## config.mk

```make
export PLATFORM = sky130hd
export DESIGN_NAME = seq_shift_add_mul
export DESIGN_NICKNAME = d
export VERILOG_FILES = /design/src/rtl/seq_shift_add_mul.sv
export SDC_FILE = /design/constraint.sdc
export NUM_CORES = 1
export LEC_CHECK = 0
export CAP_MARGIN = 15
export CORE_MARGIN = 4
export CORE_UTILIZATION = 50
export DETAILED_ROUTE_END_ITERATION = 7
export PLACE_DENSITY = 0.75
export REMOVE_ABC_BUFFERS = 1
export SYNTH_ARGS = -nofsm -noshare
export SYNTH_HDL_FRONTEND = slang
export SYNTH_SLANG_ARGS = --single-unit
export TNS_END_PERCENT = 5
```

## constraint.sdc

```tcl
create_clock -name clk -period 7.7 [get_ports clk]
set_clock_uncertainty 0.2 [all_clocks]
set_input_delay 1.54 -clock clk [delete_from_list [all_inputs] [get_ports clk]]
set_output_delay 1.54 -clock clk [all_outputs]
set_load 0.005 [all_outputs]
```

## src/rtl/seq_shift_add_mul.sv

```systemverilog
// Sequential shift-add multiplier. It retires one multiplier bit per clock, works in
// unsigned or two's-complement mode per operation, and registers a 2*WIDTH product with a done pulse.
module seq_shift_add_mul #(
    parameter int WIDTH = 16,
    parameter int CNT_W = $clog2(WIDTH + 1)
) (
    input  logic                 clk,
    input  logic                 rst,
    input  logic                 start,
    input  logic                 signed_mode,
    input  logic [WIDTH-1:0]     multiplicand,
    input  logic [WIDTH-1:0]     multiplier,
    output logic                 ready,
    output logic                 busy,
    output logic                 done,
    output logic [2*WIDTH-1:0]   product
);

    typedef enum logic {
        IDLE = 1'b0,
        RUN  = 1'b1
    } state_t;

    localparam logic [CNT_W-1:0] LAST_CNT = CNT_W'(WIDTH - 1);

    state_t               state_q, state_d;
    logic [WIDTH-1:0]     mcand_q, mcand_d;
    logic [WIDTH-1:0]     hi_q, hi_d;
    logic [WIDTH-1:0]     lo_q, lo_d;
    logic                 neg_q, neg_d;
    logic [CNT_W-1:0]     cnt_q, cnt_d;
    logic [2*WIDTH-1:0]   product_q, product_d;
    logic                 done_q, done_d;

    logic [WIDTH-1:0]     abs_a;
    logic [WIDTH-1:0]     abs_b;
    logic [WIDTH:0]       sum;
    logic [2*WIDTH-1:0]   shifted;

    // The most negative operand negates to itself. Read as unsigned, that is the correct magnitude.
    always_comb begin
        abs_a = multiplicand;
        abs_b = multiplier;
        if (signed_mode && multiplicand[WIDTH-1]) begin
            abs_a = -multiplicand;
        end
        if (signed_mode && multiplier[WIDTH-1]) begin
            abs_b = -multiplier;
        end
    end

    // The add carry goes into the top bit of the shifted pair, so no bit is lost.
    always_comb begin
        sum     = {1'b0, hi_q} + (lo_q[0] ? {1'b0, mcand_q} : {(WIDTH + 1){1'b0}});
        shifted = {sum, lo_q[WIDTH-1:1]};
    end

    always_comb begin
        state_d   = state_q;
        mcand_d   = mcand_q;
        hi_d      = hi_q;
        lo_d      = lo_q;
        neg_d     = neg_q;
        cnt_d     = cnt_q;
        product_d = product_q;
        done_d    = 1'b0;

        case (state_q)
            IDLE: begin
                if (start) begin
                    mcand_d = abs_a;
                    hi_d    = '0;
                    lo_d    = abs_b;
                    neg_d   = signed_mode & (multiplicand[WIDTH-1] ^ multiplier[WIDTH-1]);
                    cnt_d   = '0;
                    state_d = RUN;
                end
            end
            RUN: begin
                hi_d  = shifted[2*WIDTH-1:WIDTH];
                lo_d  = shifted[WIDTH-1:0];
                cnt_d = cnt_q + CNT_W'(1);
                if (cnt_q == LAST_CNT) begin
                    product_d = neg_q ? -shifted : shifted;
                    done_d    = 1'b1;
                    state_d   = IDLE;
                end
            end
            default: begin
                state_d = IDLE;
            end
        endcase
    end

    always_ff @(posedge clk or posedge rst) begin
        if (rst) begin
            state_q   <= IDLE;
            mcand_q   <= '0;
            hi_q      <= '0;
            lo_q      <= '0;
            neg_q     <= 1'b0;
            cnt_q     <= '0;
            product_q <= '0;
            done_q    <= 1'b0;
        end else begin
            state_q   <= state_d;
            mcand_q   <= mcand_d;
            hi_q      <= hi_d;
            lo_q      <= lo_d;
            neg_q     <= neg_d;
            cnt_q     <= cnt_d;
            product_q <= product_d;
            done_q    <= done_d;
        end
    end

    assign ready   = (state_q == IDLE);
    assign busy    = (state_q == RUN);
    assign done    = done_q;
    assign product = product_q;

endmodule

```

Word-level counts from Yosys, hierarchy flattened
Index checks and enable logic that the tools add are counted.

cells by class
  $lt $le $gt $ge = 0
  add/sub/neg operators = 5
  mux-type cells = 15
  reduce and logical (&&, ||, !) cells = 4
  equality and inequality tests = 2
  multiply operators = 0
  bitwise logic cells = 3
  shifts and indexed selects = 0
  div/mod/pow operators = 0

operator list
  operator                                             count
  2-to-1 mux 16 bit                                    5
  case mux 16 bit (2 select lines)                     2
  2-to-1 mux 32 bit                                    1
  negator 16 bit                                       2
  negator 32 bit                                       1
  adder 16 x 16 -> 17 bit                              1
  case mux 5 bit (2 select lines)                      1
  adder 5 x 1 -> 5 bit, second input constant          1
  equality test 5 x 4 -> 1 bit, second input constant  1
  2-to-1 mux 5 bit                                     1
  2-to-1 mux 1 bit                                     4
  AND reduction 2 bit                                  2
  logical AND 1 bit                                    2
  != test 2 bit, second input constant                 1
  case mux 1 bit (2 select lines)                      1
  AND 1 bit                                            1
  NOT 1 bit                                            1
  bitwise XOR 1 bit                                    1

storage, ports and cells
  bits in writable memories = 0
  word-level logic and storage cells = 37
  ROM bits = 0
  register bits after elaboration = 88
  memories = 0
  bits in latches = 0
  output and inout port bits = 35

Depth between registers and ports, before layout
  depth in word-level cells = 4
  mapped depth = 12

Least setup slack after synthesis
Ideal clock, no wire load.

  path kind = reg2reg
  start = register lo_q[0]
  end = register product_q[31] (netlist: product[31])
  setup time = 0.131 ns
  stages on the path, launching flop included = 12
  path buffers = 1
  slack = 3.931 ns
  arrival = 3.437 ns
  cell sequence = dfrtp_1 -> clkbuf_1 -> and2_1 -> ha_1 -> or4_4 -> nor3_2 -> inv_1 -> or3_4 -> or4_4 -> nor4_4 -> a211oi_1 -> or3_1

between the ends
  word-level cells in the longest chain between the ends = 4

RTL lines
  item                       line  text
  start: declaration         29    logic [WIDTH-1:0] lo_q, lo_d;
  start signal: assignment   109   lo_q <= lo_d;
  2-to-1 mux 16 bit *        54    sum = {1'b0, hi_q} + (lo_q[0] ? {1'b0, mcand_q} : {(WIDTH + 1){1'b0}});
  adder 16 x 16 -> 17 bit *  54
  negator 32 bit             84    product_d = neg_q ? -shifted : shifted;
  2-to-1 mux 32 bit *        84
  end signal: assignment     112   product_q <= product_d;
  end: declaration           32    logic [2*WIDTH-1:0] product_q, product_d;

Mark *: on every way between the ends. The rest lies on a longest branch, timed or not.
A chain may end at the register's enable or synchronous reset.

Worst setup path after layout
Same ends and word-level chain as after synthesis.

==> metrics <==
final global-route overflow total 0; startpoint types flip-flop; top_reg_cell synth dfrtp_1; crit share post-route 0.5354; fin crit period just over 4 ns; synthesized-area fraction occupied by and/or/nand/nor cells 0.2025; RSZ-0062 raised after global routing no; Crit Path Class reg -> reg; setup_tns 0 ns; detailed-route via count between 4k and 5k; routed vias/inst 5.792; routed length per instance between 15 and 20 µm; status finished clean; Compound-Gate Fraction of Synth Area 0.2057; Avg Cell Area, Syn ~8.6 µm²; actual slew at the worst max-slew pin 0.8520 ns; hold endpoint mcand_q[8]$_DFFE_PP0P_; LEAKAGE between 0.002 and 0.003 µW; Final Hold Vio Count 0; flops & latches, synth 88; HP Class reg -> reg; CP max FO 17; # H-tree levels 3; critical path cell sequence and2_1 > ha_1 > fa_1 > a21o_1 > a221oi_1 > xnor2_1 > or4_4 > nor4_4 > a211oi_1 > or3_1; Detailed Place HPWL just under 10,000 µm; I/O pin total 71; Core ar. around 0.011 mm²; Hold Path Stages 2; Critical Path AT around 4.2 ns; DP Area about 0.0063 mm²; root buf cell clkbuf_8; Final ANT Viol Nets 0; Hold-fix buffers, CTS 0; DRT iter0 DRCs around 360; Max Cap Viol 0; mux share of post-synthesis cell area 0.01100; WP depth 10; Largest stage delay, worst path around 0.65 ns; Highest Clock Rate 242.6 MHz; Worst-path clk slew 0.09 ns; first-pass GRT wire length around 23,000 µm; number of synthesis warnings 0; initial antenna violation count 0; vias in the first global route roughly 5.0k; clock power share 0.131; worst skew pair latency around 0.36 ns; PwrDens approximately 340 mW/mm²; RePlAce Congestion between 0.8 and 0.9; main combinational cell family by area after synthesis compound AO/OA/AOI/OAI gates; Residual DRC 0; Worst R2R End product[31]$_DFFE_PP0P_; slowest CP cell a221oi_1; worst hold start mcand_q[8]$_DFFE_PP0P_; TritonCTS clock tree done; power share of the sequential group 0.361; Syn Inst Count approximately 650; Synth Area in Adders 0.05074; depth of the worst register-to-register path 10; number of synthesized flops with an enable pin 0; Post-CTS Repair Setup Buffers 0; CTS Buf Count 9; Layout area overhead 17.31%; IO Port Bufs 70; largest net degree at the start of global routing 89; TritonCTS Sinks just under 90; drt pass-1 iters 5; row cnt 38; ant diodes 0; GRT Total Usage 0.2140; relative slew slack 0.4307; Chip Width around 110 µm; Final Instance Area 0.006538 mm²; CP required between 7 and 8 ns; register-to-register setup slack approximately 3.6 ns; Slew Viols, Final 0; fraction of layout cells with a size suffix above 1 0.05949; final net count 759; internal power around 1300 µW; Yosys cell types 56; sequential area share after synthesis 0.3952; area of the die roughly 0.013 mm²; Switch Pwr roughly 950 µW; sw frac 0.4296; final setup fails 0; Post-synth ARST share 1.000; worst path bufs/invs 0; CP top delay family simple AND/OR/NAND/NOR gates; Max Buffers Root-to-Sink 2; Die Span Y 113.6 µm; RR Startpoint lo_q[0]$_DFFE_PP0P_; Logic pwr share 0.508; Post-Route WL about 13,000 µm; Crit. End Element flip-flop; Starting Density 0.5118; Max VDD drop between 0.2 and 0.25 mV; Post-Syn Area about 0.0056 mm²; Resize count post-CTS 0; post-synthesis xor/xnor area fraction 0.1006
[worst max-delay path by stage]
stage,startpoint,to
6_report,lo_q[0]$_DFFE_PP0P_,product[31]$_DFFE_PP0P_
5_1_grt,lo_q[0]$_DFFE_PP0P_,product[31]$_DFFE_PP0P_
4_1_cts,lo_q[0]$_DFFE_PP0P_,product[31]$_DFFE_PP0P_
3_5_place_dp,lo_q[0]$_DFFE_PP0P_,product[31]$_DFFE_PP0P_
3_3_place_gp,lo_q[0]$_DFFE_PP0P_,product[31]$_DFFE_PP0P_
2_1_floorplan,rst,busy$_DFF_PP0_
[layout by cell type, fill, tap and decap left out, types with 3 or more instances in the layout]
cell type,netlist,routed
a211oi_1,3,3
a21o_1,4,4
a21oi_1,22,22
a221oi_1,3,3
a22o_1,11,11
a31o_2,3,3
a31oi_1,3,3
and2_1,19,19
and3_1,3,3
buf_4,1,5
clkbuf_8,0,9
clkdlybuf4s50_1,0,70
clkinvlp_4,0,3
dfrtp_1,88,88
ha_1,21,21
inv_1,12,11
mux2i_1,5,5
nand2_1,119,119
nand2b_1,4,4
nand3_1,13,13
nand4_1,10,10
nor2_1,22,22
nor3_1,12,12
nor4_1,4,4
o21ai_0,103,103
o22ai_1,4,4
o31ai_1,13,13
o41ai_1,6,6
or2_2,3,3
or3_1,6,6
or3_2,3,3
xnor2_1,15,15
xor2_1,49,49
[flip-flops by register name, summed over array words and instances (netlist names)]
| signal | cells |
|---|---|
| busy | 1 |
| cnt_q | 5 |
| done | 1 |
| hi_q | 16 |
| lo_q | 16 |
| mcand_q | 16 |
| neg_q | 1 |
| product | 32 |
[area by class of cell]
type	count	area, µm²
Fill cell	1005	4350
Multi-Input combinational cell	513	3179
Sequential cell	88	2202
Timing Repair Buffer	76	758.2
Tap cell	140	175.2
Clock buffer	10	127.6
Inverter	13	50.05
Clock inverter	6	45.04
[cells by family after synthesis]
kind of cell / after synthesis
and+or+nand+nor: 231
xor gates and xnor gates: 64
adders and majority gates: 22
muxes: 6
DFF: 88
buffers and inverters: 46
AOI/OAI and AO/OA: 190
[power by group through the flow]
stage / logic (µW) / registers [µW] / clock network (µW)
2_1_floorplan: 745 / 795 / 0
3_3_place_gp: 1080 / 800 / 0
3_5_place_dp: 1120 / 810 / 0
4_1_cts: 1130 / 802 / 299
5_1_grt: 1270 / 831 / 321
6_report: 1130 / 803 / 291
[cells in the mapped netlist, types with 5 or more instances]
cell type    n  share of area
a21oi_1     22          0.020
a22o_1      11          0.017
and2_1      19          0.021
clkbuf_1    27          0.018
dfrtp_1     88           0.40
ha_1        21          0.047
inv_1       12         0.0081
mux2i_1      5         0.0090
nand2_1    119          0.080
nand3_1     13          0.012
nand4_1     10          0.011
nor2_1      22          0.015
nor3_1      12          0.011
o21ai_0    103          0.093
o31ai_1     13          0.018
o41ai_1      6         0.0094
or3_1        6         0.0067
xnor2_1     15          0.024
xor2_1      49          0.077
[tightest hold or removal path, delay by kind of cell (launching register included)]
kind            cells  cell delay (ns)
simple gates        1             0.05
flops               1             0.35
compound gates      1             0.06
[through the flow]
step                utilization  power (µW)  worst slack, ns  hold WS [ns]  std cells
global placement         0.5827        1880            3.648        0.2576        829
detailed placement       0.5827        1935            3.585        0.2675        829
global route             0.6004        2426            3.325        0.3133        846
floorplan                     -        1540            3.681        0.2418        614
finish                   0.6004        2221            3.577        0.2826        846
CTS                      0.5986        2230            3.572        0.2871        845
[layer usage]
metal | GRT usage | routed length [µm] | vias to the layer above
li1 | - | - | 2417
met1 | 0.2946 | 6143 | 2343
met2 | 0.3530 | 6132 | 125
met3 | 0.03130 | 599 | 15
met4 | 0.06170 | 155 | 0
met5 | 0 | 0 | -
Note: power is estimated with default switching activity, not from simulation.
